--- config.mk ---
export PLATFORM = sky130hd
export DESIGN_NAME = ysyx_22040386_trap_ctrl
export DESIGN_NICKNAME = d
export VERILOG_FILES = /design/src/rtl/ysyx_22040386_trap_ctrl.sv
export SDC_FILE = /design/constraint.sdc
export NUM_CORES = 1
export LEC_CHECK = 0
export CELL_PAD_IN_SITES_DETAIL_PLACEMENT = 1
export CELL_PAD_IN_SITES_GLOBAL_PLACEMENT = 2
export CORE_AREA = 2 2 241 243
export DETAILED_ROUTE_END_ITERATION = 12
export DIE_AREA = 0 0 243 245
export PLACE_DENSITY_LB_ADDON = 0.1
export SYNTH_ARGS = -nofsm -noshare
export SYNTH_HDL_FRONTEND = slang
export SYNTH_SLANG_ARGS = --single-unit
--- constraint.sdc ---
create_clock -name i_clk -period 1.7 [get_ports i_clk]
set_input_delay 0.17 -clock i_clk [delete_from_list [all_inputs] [get_ports i_clk]]
set_output_delay 0.17 -clock i_clk [all_outputs]
set_load 0.02 [all_outputs]
--- src/rtl/ysyx_22040386_trap_ctrl.sv ---
// Machine-mode trap entry/return sequencer at the writeback boundary; owns the CSR write port.
// Optional MTVEC_VECTORED_EN: vectored mtvec targets for interrupt causes.
module ysyx_22040386_trap_ctrl #(
    parameter int CSR_W = 64
) (
    input  logic             i_clk,
    input  logic             i_rst_n,
    input  logic             i_WB_valid,
    input  logic             i_WB_ecall,
    input  logic             i_WB_mret,
    input  logic             i_WB_timer_intr,
    input  logic [CSR_W-1:0] i_WB_pc,
    input  logic [CSR_W-1:0] i_WB_next_pc,
    input  logic             i_WB_csr_wen,
    input  logic [11:0]      i_WB_csr_waddr,
    input  logic [CSR_W-1:0] i_WB_csr_wdata,
    input  logic [CSR_W-1:0] i_mstatus,
    input  logic [CSR_W-1:0] i_mie,
    input  logic [CSR_W-1:0] i_mtvec,
    input  logic [CSR_W-1:0] i_mepc,
    output logic             o_csr_wen,
    output logic [11:0]      o_csr_waddr,
    output logic [CSR_W-1:0] o_csr_wdata,
    output logic             o_stall,
    output logic             o_flush,
    output logic             o_redirect,
    output logic [CSR_W-1:0] o_redirect_pc,
    output logic             o_busy
);

    typedef enum logic [2:0] {IDLE, W_MEPC, W_MCAUSE, W_MSTATUS, W_MRET, REDIRECT} state_t;

    localparam logic [11:0]      ADDR_MSTATUS = 12'h300;
    localparam logic [11:0]      ADDR_MEPC    = 12'h341;
    localparam logic [11:0]      ADDR_MCAUSE  = 12'h342;
    localparam logic [CSR_W-1:0] CAUSE_ECALL  = CSR_W'(11);
    localparam logic [CSR_W-1:0] CAUSE_TIMER  = {1'b1, (CSR_W-1)'(7)};

    state_t           state;
    logic [CSR_W-1:0] mepc_q;
    logic [CSR_W-1:0] cause_q;

    logic             timer_take;
    logic             trig_trap;
    logic             trig_ret;
    logic             trigger;
    logic [CSR_W-1:0] ms_trap;
    logic [CSR_W-1:0] ms_ret;
    logic [CSR_W-1:0] trap_tgt;

    // ecall and mret outrank the interrupt; a masked interrupt waits for a later IDLE cycle
    assign timer_take = i_WB_timer_intr & i_mstatus[3] & i_mie[7];
    assign trig_trap  = i_WB_valid & (i_WB_ecall | (~i_WB_mret & timer_take));
    assign trig_ret   = i_WB_valid & ~i_WB_ecall & i_WB_mret;
    assign trigger    = (state == IDLE) & (trig_trap | trig_ret);

    assign o_stall = i_rst_n & (trigger | (state != IDLE));

    always_comb begin
        ms_trap        = i_mstatus;
        ms_trap[7]     = i_mstatus[3];
        ms_trap[3]     = 1'b0;
        ms_trap[12:11] = 2'b11;
        ms_ret         = i_mstatus;
        ms_ret[3]      = i_mstatus[7];
        ms_ret[7]      = 1'b1;
        ms_ret[12:11]  = 2'b11;
    end

`ifdef MTVEC_VECTORED_EN
    always_comb begin
        trap_tgt = {i_mtvec[CSR_W-1:2], 2'b00};
        if (cause_q[CSR_W-1] && (i_mtvec[1:0] == 2'b01))
            trap_tgt = trap_tgt + CSR_W'({cause_q[5:0], 2'b00});
    end
    logic unused_bits;
    assign unused_bits = &{1'b0, i_mie[CSR_W-1:8], i_mie[6:0]};
`else
    assign trap_tgt = {i_mtvec[CSR_W-1:2], 2'b00};
    logic unused_bits;
    assign unused_bits = &{1'b0, i_mie[CSR_W-1:8], i_mie[6:0], i_mtvec[1:0]};
`endif

    // The port is WB's in IDLE (trigger cycle included) and the sequencer's otherwise
    always_comb begin
        o_csr_wen   = 1'b0;
        o_csr_waddr = 12'h0;
        o_csr_wdata = '0;
        if (i_rst_n) begin
            case (state)
                IDLE: begin
                    o_csr_wen   = i_WB_csr_wen;
                    o_csr_waddr = i_WB_csr_waddr;
                    o_csr_wdata = i_WB_csr_wdata;
                end
                W_MEPC:    begin o_csr_wen = 1'b1; o_csr_waddr = ADDR_MEPC;    o_csr_wdata = mepc_q;  end
                W_MCAUSE:  begin o_csr_wen = 1'b1; o_csr_waddr = ADDR_MCAUSE;  o_csr_wdata = cause_q; end
                W_MSTATUS: begin o_csr_wen = 1'b1; o_csr_waddr = ADDR_MSTATUS; o_csr_wdata = ms_trap; end
                W_MRET:    begin o_csr_wen = 1'b1; o_csr_waddr = ADDR_MSTATUS; o_csr_wdata = ms_ret;  end
                default: ;
            endcase
        end
    end

    always_ff @(posedge i_clk or negedge i_rst_n) begin
        if (!i_rst_n) begin
            state         <= IDLE;
            mepc_q        <= '0;
            cause_q       <= '0;
            o_flush       <= 1'b0;
            o_redirect    <= 1'b0;
            o_redirect_pc <= '0;
            o_busy        <= 1'b0;
        end else begin
            o_flush    <= 1'b0;
            o_redirect <= 1'b0;
            case (state)
                IDLE: begin
                    if (trig_trap) begin
                        state   <= W_MEPC;
                        o_busy  <= 1'b1;
                        mepc_q  <= i_WB_ecall ? i_WB_pc : i_WB_next_pc;
                        cause_q <= i_WB_ecall ? CAUSE_ECALL : CAUSE_TIMER;
                    end else if (trig_ret) begin
                        state   <= W_MRET;
                        o_busy  <= 1'b1;
                        mepc_q  <= i_WB_pc;
                        cause_q <= '0;
                    end
                end
                W_MEPC:   state <= W_MCAUSE;
                W_MCAUSE: state <= W_MSTATUS;
                W_MSTATUS: begin
                    state         <= REDIRECT;
                    o_redirect    <= 1'b1;
                    o_flush       <= 1'b1;
                    o_redirect_pc <= trap_tgt;
                end
                W_MRET: begin
                    state         <= REDIRECT;
                    o_redirect    <= 1'b1;
                    o_flush       <= 1'b1;
                    o_redirect_pc <= i_mepc;
                end
                default: begin
                    state         <= IDLE;
                    o_busy        <= 1'b0;
                    o_redirect_pc <= '0;
                end
            endcase
        end
    end

endmodule

==> results of run 1 <==
==> Yosys cell counts (2+ instances only) <==
cell type / n
a22oi_1: 180
dfrtp_1: 136
nand2_1: 72
nor2_1: 72
mux2i_1: 69
o22ai_1: 62
a22o_1: 56
mux2_2: 56
buf_2: 47
o21ai_0: 47
clkbuf_1: 32
o21ai_1: 27
buf_4: 19
buf_6: 11
a2bb2oi_1: 8
and3_1: 8
nor2b_1: 5
a21boi_0: 3
a21oi_1: 3
nor3_1: 3
inv_1: 2
o211ai_1: 2
o2bb2ai_1: 2
or3_1: 2
==> how the worst max path moves through the flow <==
stage	end	slack, ns	cells after the start
after floorplan	o_csr_wdata[23]	0.008	7
after global placement	o_csr_wdata[1]	-0.66	6
after detailed placement	o_csr_wdata[17]	-0.64	6
after CTS	o_csr_wdata[0]	-0.90	10
after global routing	o_csr_wdata[63]	-0.90	9
final	o_csr_wdata[2]	-0.81	10
==> worst max-delay path, cell delays in order (launching register included) <==
cell and delay (ns):
dfrtp_4 0.50, buf_12 0.15, buf_12 0.13, buf_16 0.13
buf_6 0.11, buf_6 0.13, mux2i_2 0.18, a2bb2oi_2 0.18
a2bb2oi_2 0.14, nor2_1 0.05, buf_4 0.15
==> layout make-up <==
type,instances,area (um2),area share (%)
clock inverters,11,96.3,0.499
multi-input cells,697,5810,30.1
flip-flops and latches,136,3410,17.7
repair buffers,771,8500,44.0
inverters,2,20.0,0.104
well taps,765,957,4.96
diodes,7,17.5,0.0908
clock buffers,21,480,2.49
==> repair_timing <==
item	CTS	global route
buffers inserted	49	45
endpoints found under the setup margin	254	272
hold endpoints to repair	103	0
gates resized for setup	444	257
hold buffers	1	0
cloned	18	19
pin swaps	27	95
==> stage by stage <==
step                power (W)  utilization [%]
finish                 0.0336             33.8
global route           0.0356             33.8
CTS                    0.0312             31.1
detailed placement     0.0239             27.8
global placement       0.0237             27.8
floorplan              0.0156                -
==> cell families after synthesis <==
family / share of synthesized area [%]
compound gates: 31.4
xor+xnor: 0.0977
buf+inv: 7.06
flops: 38.0
mux: 15.0
simple gates: 8.46
==> power groups by stage <==
stage               clock network [W]  registers, W  logic, W
floorplan                           0       0.00661   0.00901
global placement                    0       0.00609    0.0176
detailed placement                  0       0.00612    0.0177
CTS                           0.00404       0.00606    0.0210
global route                  0.00418       0.00642    0.0250
finish                        0.00389       0.00620    0.0235
==> layer usage <==
metal / track usage, % / up-vias
met3: 5.66 / 49
met1: 23.1 / 5377
met2: 33.5 / 277
met5: 0 / -
li1: - / 5033
met4: 5.38 / 14
==> registers in the layout (all words and copies together), names as in the netlist <==
register / cells
cause_q: 3
mepc_q: 64
o_busy: 1
o_redirect: 1
o_redirect_pc: 64
state: 3
==> placed cells by master, fill, tap and decap left out, types with 3 or more instances in the layout <==
cell type          n
nor2b_1            4
nand2_2           24
buf_4            146
clkinvlp_4         5
o21ai_2           14
buf_8             13
clkbuf_16         29
clkdlybuf4s50_1  465
o21ai_1           40
mux2i_1           66
clkbuf_8           4
buf_6             58
nand2_1           42
nor2_4             9
buf_2              7
a2bb2oi_2          6
and3_4             7
nand2_4            6
dfrtp_4            3
o21ai_0           20
clkinv_2           4
dfrtp_1          133
a22o_1            56
a22oi_2           88
buf_12            46
buf_16            15
nor2_2            16
a22oi_1           92
o22ai_1           60
nor2_1            48
mux2_2            56
bufbuf_16          6
diode_2            7
==> impl_metrics.xml, run 1 <==
<?xml version="1.0" encoding="UTF-8"?>
<metrics>
  <group name="power">
    <metric name="swShare" unit="%">42.0</metric>
    <metric name="power_frac_comb" unit="%">70.0</metric>
    <metric name="power.clock.fraction" unit="%">11.6</metric>
    <metric name="pwr-share-seq" unit="%">18.4</metric>
    <metric name="static-leakage-power" unit="nW">8.15</metric>
    <metric name="net_switching_power" unit="W">0.0141</metric>
    <metric name="peakVddDrop" unit="V">0.00105</metric>
    <metric name="p_per_area" unit="nW/um2">1740</metric>
    <metric name="internal_dissipation" unit="W">0.0195</metric>
  </group>
  <group name="route">
    <metric name="routed-wl-met2" unit="mm">31.6</metric>
    <metric name="drt_iter0_drc" unit="">440</metric>
    <metric name="top_layer" unit="">met5</metric>
    <metric name="detailroute.via_count" unit="">10750</metric>
    <metric name="detailedRoute.firstPassIterationCount" unit="">6</metric>
    <metric name="detail_route.wirelength" unit="mm">61.4</metric>
    <metric name="antenna_left" unit="">0</metric>
    <metric name="wl_met3" unit="mm">3.47</metric>
    <metric name="routedWlPerCell" unit="um">25.5</metric>
    <metric name="detail_route.drc_violations" unit="">0</metric>
    <metric name="route.detailed.vias_per_inst" unit="">4.46</metric>
    <metric name="route.layer.met1.wl" unit="mm">25.4</metric>
  </group>
  <group name="finish">
    <metric name="layout.nets" unit="">2092</metric>
    <metric name="final_cells" unit="">2410</metric>
    <metric name="filler_cell_count" unit="">6430</metric>
    <metric name="drive_above_1_share" unit="%">36.0</metric>
    <metric name="area_growth" unit="%">115</metric>
    <metric name="final_cell_area" unit="um2">19300</metric>
  </group>
  <group name="die">
    <metric name="core_outline_area" unit="um2">57000</metric>
    <metric name="die_h" unit="um">245</metric>
    <metric name="rows" unit="">88</metric>
    <metric name="full_die_area" unit="um2">59500</metric>
    <metric name="pin_count" unit="">612</metric>
    <metric name="die_w" unit="um">243</metric>
    <metric name="initial_core_util" unit="%">15.7</metric>
  </group>
  <group name="timing">
    <metric name="finalClockSkew" unit="ns">0.00738</metric>
    <metric name="totalNegativeSetupSlack" unit="ns">-87.94</metric>
    <metric name="worst-slew-pin-transition" unit="ns">0.689</metric>
    <metric name="finish_stage_setup_viols" unit="">225</metric>
    <metric name="period_minus_slack" unit="ns">2.51</metric>
    <metric name="final-max-slew-violation-count" unit="">0</metric>
    <metric name="relSlewSlack" unit="%">54.1</metric>
    <metric name="count_of_final_hold_check_violations" unit="">0</metric>
    <metric name="fmax" unit="MHz">398</metric>
    <metric name="hold_slack" unit="ns">0.330</metric>
    <metric name="share_of_the_clock_period_used_by_the_worst_path_after_layout" unit="%">148</metric>
    <metric name="setup_slack" unit="ns">-0.814</metric>
    <metric name="setup_repair_after_global_routing_missed_its_margin" unit="">yes</metric>
  </group>
  <group name="grt">
    <metric name="grt_antenna_before_repair" unit="">12</metric>
    <metric name="grt_pass1_wl" unit="mm">82.8</metric>
    <metric name="pin_count_of_the_biggest_net_entering_global_routing" unit="">71</metric>
    <metric name="grt-ovfl-total" unit="">0</metric>
    <metric name="grt_pass1_vias" unit="">11242</metric>
    <metric name="gr-usage-all-layers" unit="%">19.3</metric>
  </group>
  <group name="worst_setup_path">
    <metric name="cp_max_fo" unit="">6</metric>
    <metric name="worst_r2r_startpoint" unit="">state[0]$_DFFE_PN0P_</metric>
    <metric name="crit_path_start_kind" unit="">register</metric>
    <metric name="setup.worst_path.start" unit="">state[1]$_DFFE_PN0P_</metric>
    <metric name="critical_path.reg2reg.endpoint" unit="">cause_q[3]$_DFFE_PN0P_</metric>
    <metric name="worst_ep_required_time" unit="ns">1.53</metric>
    <metric name="crit_type" unit="">reg2out</metric>
    <metric name="setup.worst_path.end_class" unit="">primary output</metric>
    <metric name="timing.reg2reg.setup_slack" unit="ns">-0.43</metric>
    <metric name="r2r_cells" unit="">8</metric>
    <metric name="timing.critical_path.arrival" unit="ns">2.34</metric>
  </group>
  <group name="synthesis">
    <metric name="sequential_element_share_of_the_synthesized_area" unit="%">38.0</metric>
    <metric name="synthesis.instances" unit="">945</metric>
    <metric name="number_of_flops_mapped_to_enable_cells_by_yosys" unit="">0</metric>
    <metric name="area_share_of_the_leading_cell_type_in_the_synthesized_netlist" unit="%">38.0</metric>
    <metric name="ys_ff_latch" unit="">136</metric>
    <metric name="post-synth-top-area-cell" unit="">dfrtp_1</metric>
    <metric name="synth_area" unit="um2">8960</metric>
    <metric name="yosysWarningCount" unit="">0</metric>
    <metric name="synthesis.area_per_instance" unit="um2">9.49</metric>
    <metric name="asyncSetResetFlopFracSynth" unit="%">100</metric>
    <metric name="dominantRegCellSynth" unit="">dfrtp_1</metric>
    <metric name="postSynthNetCount" unit="">1412</metric>
    <metric name="synthDistinctLibCells" unit="">45</metric>
    <metric name="yosys-top-cells-area" unit="">dfrtp_1 38%, a22oi_1 15%, mux2i_1 7.7%</metric>
  </group>
  <group name="placement">
    <metric name="hpwl" unit="mm">41.0</metric>
    <metric name="dp_cells" unit="">2248</metric>
    <metric name="place_congestion" unit="">0.753</metric>
    <metric name="total_cell_area_at_the_placement_stage" unit="um2">15900</metric>
    <metric name="preCtsSetupSlack" unit="ns">-0.640</metric>
    <metric name="port_buffers" unit="">544</metric>
  </group>
  <group name="hold_path">
    <metric name="worstHoldPathCells" unit="">3</metric>
    <metric name="hold_path_class" unit="">in2reg</metric>
    <metric name="min_delay_worst_endpoint" unit="">o_redirect_pc[50]$_DFFE_PN0N_</metric>
    <metric name="holdCritStartpoint" unit="">i_mepc[50]</metric>
  </group>
  <group name="clock_tree">
    <metric name="htreeDepth" unit="">4</metric>
    <metric name="clk-insertion-delay-late" unit="ns">0.48</metric>
    <metric name="cts_buffers" unit="">17</metric>
    <metric name="worst_path_clk_slew" unit="ns">0.07</metric>
    <metric name="clk_root_buffer_cell" unit="">clkbuf_16</metric>
    <metric name="clk_path_buf_depth" unit="">2</metric>
    <metric name="num_clock_sinks" unit="">136</metric>
    <metric name="tritoncts" unit="">yes</metric>
  </group>
  <group name="job">
    <metric name="maxcap_viol_count" unit="">0</metric>
  </group>
  <group name="status">
    <metric name="violations" unit="">negative setup slack</metric>
    <metric name="outcome" unit="">finished with violations</metric>
  </group>
</metrics>
Power figures use the tool's default switching activity.
==> inputs of run 2 (changes only) <==
- CTS_BUF_LIST: not set -> sky130_fd_sc_hd__clkbuf_8 sky130_fd_sc_hd__clkbuf_16
==> results of run 2 <==
Final layout, timing and power as in run 1 (identical DEF).
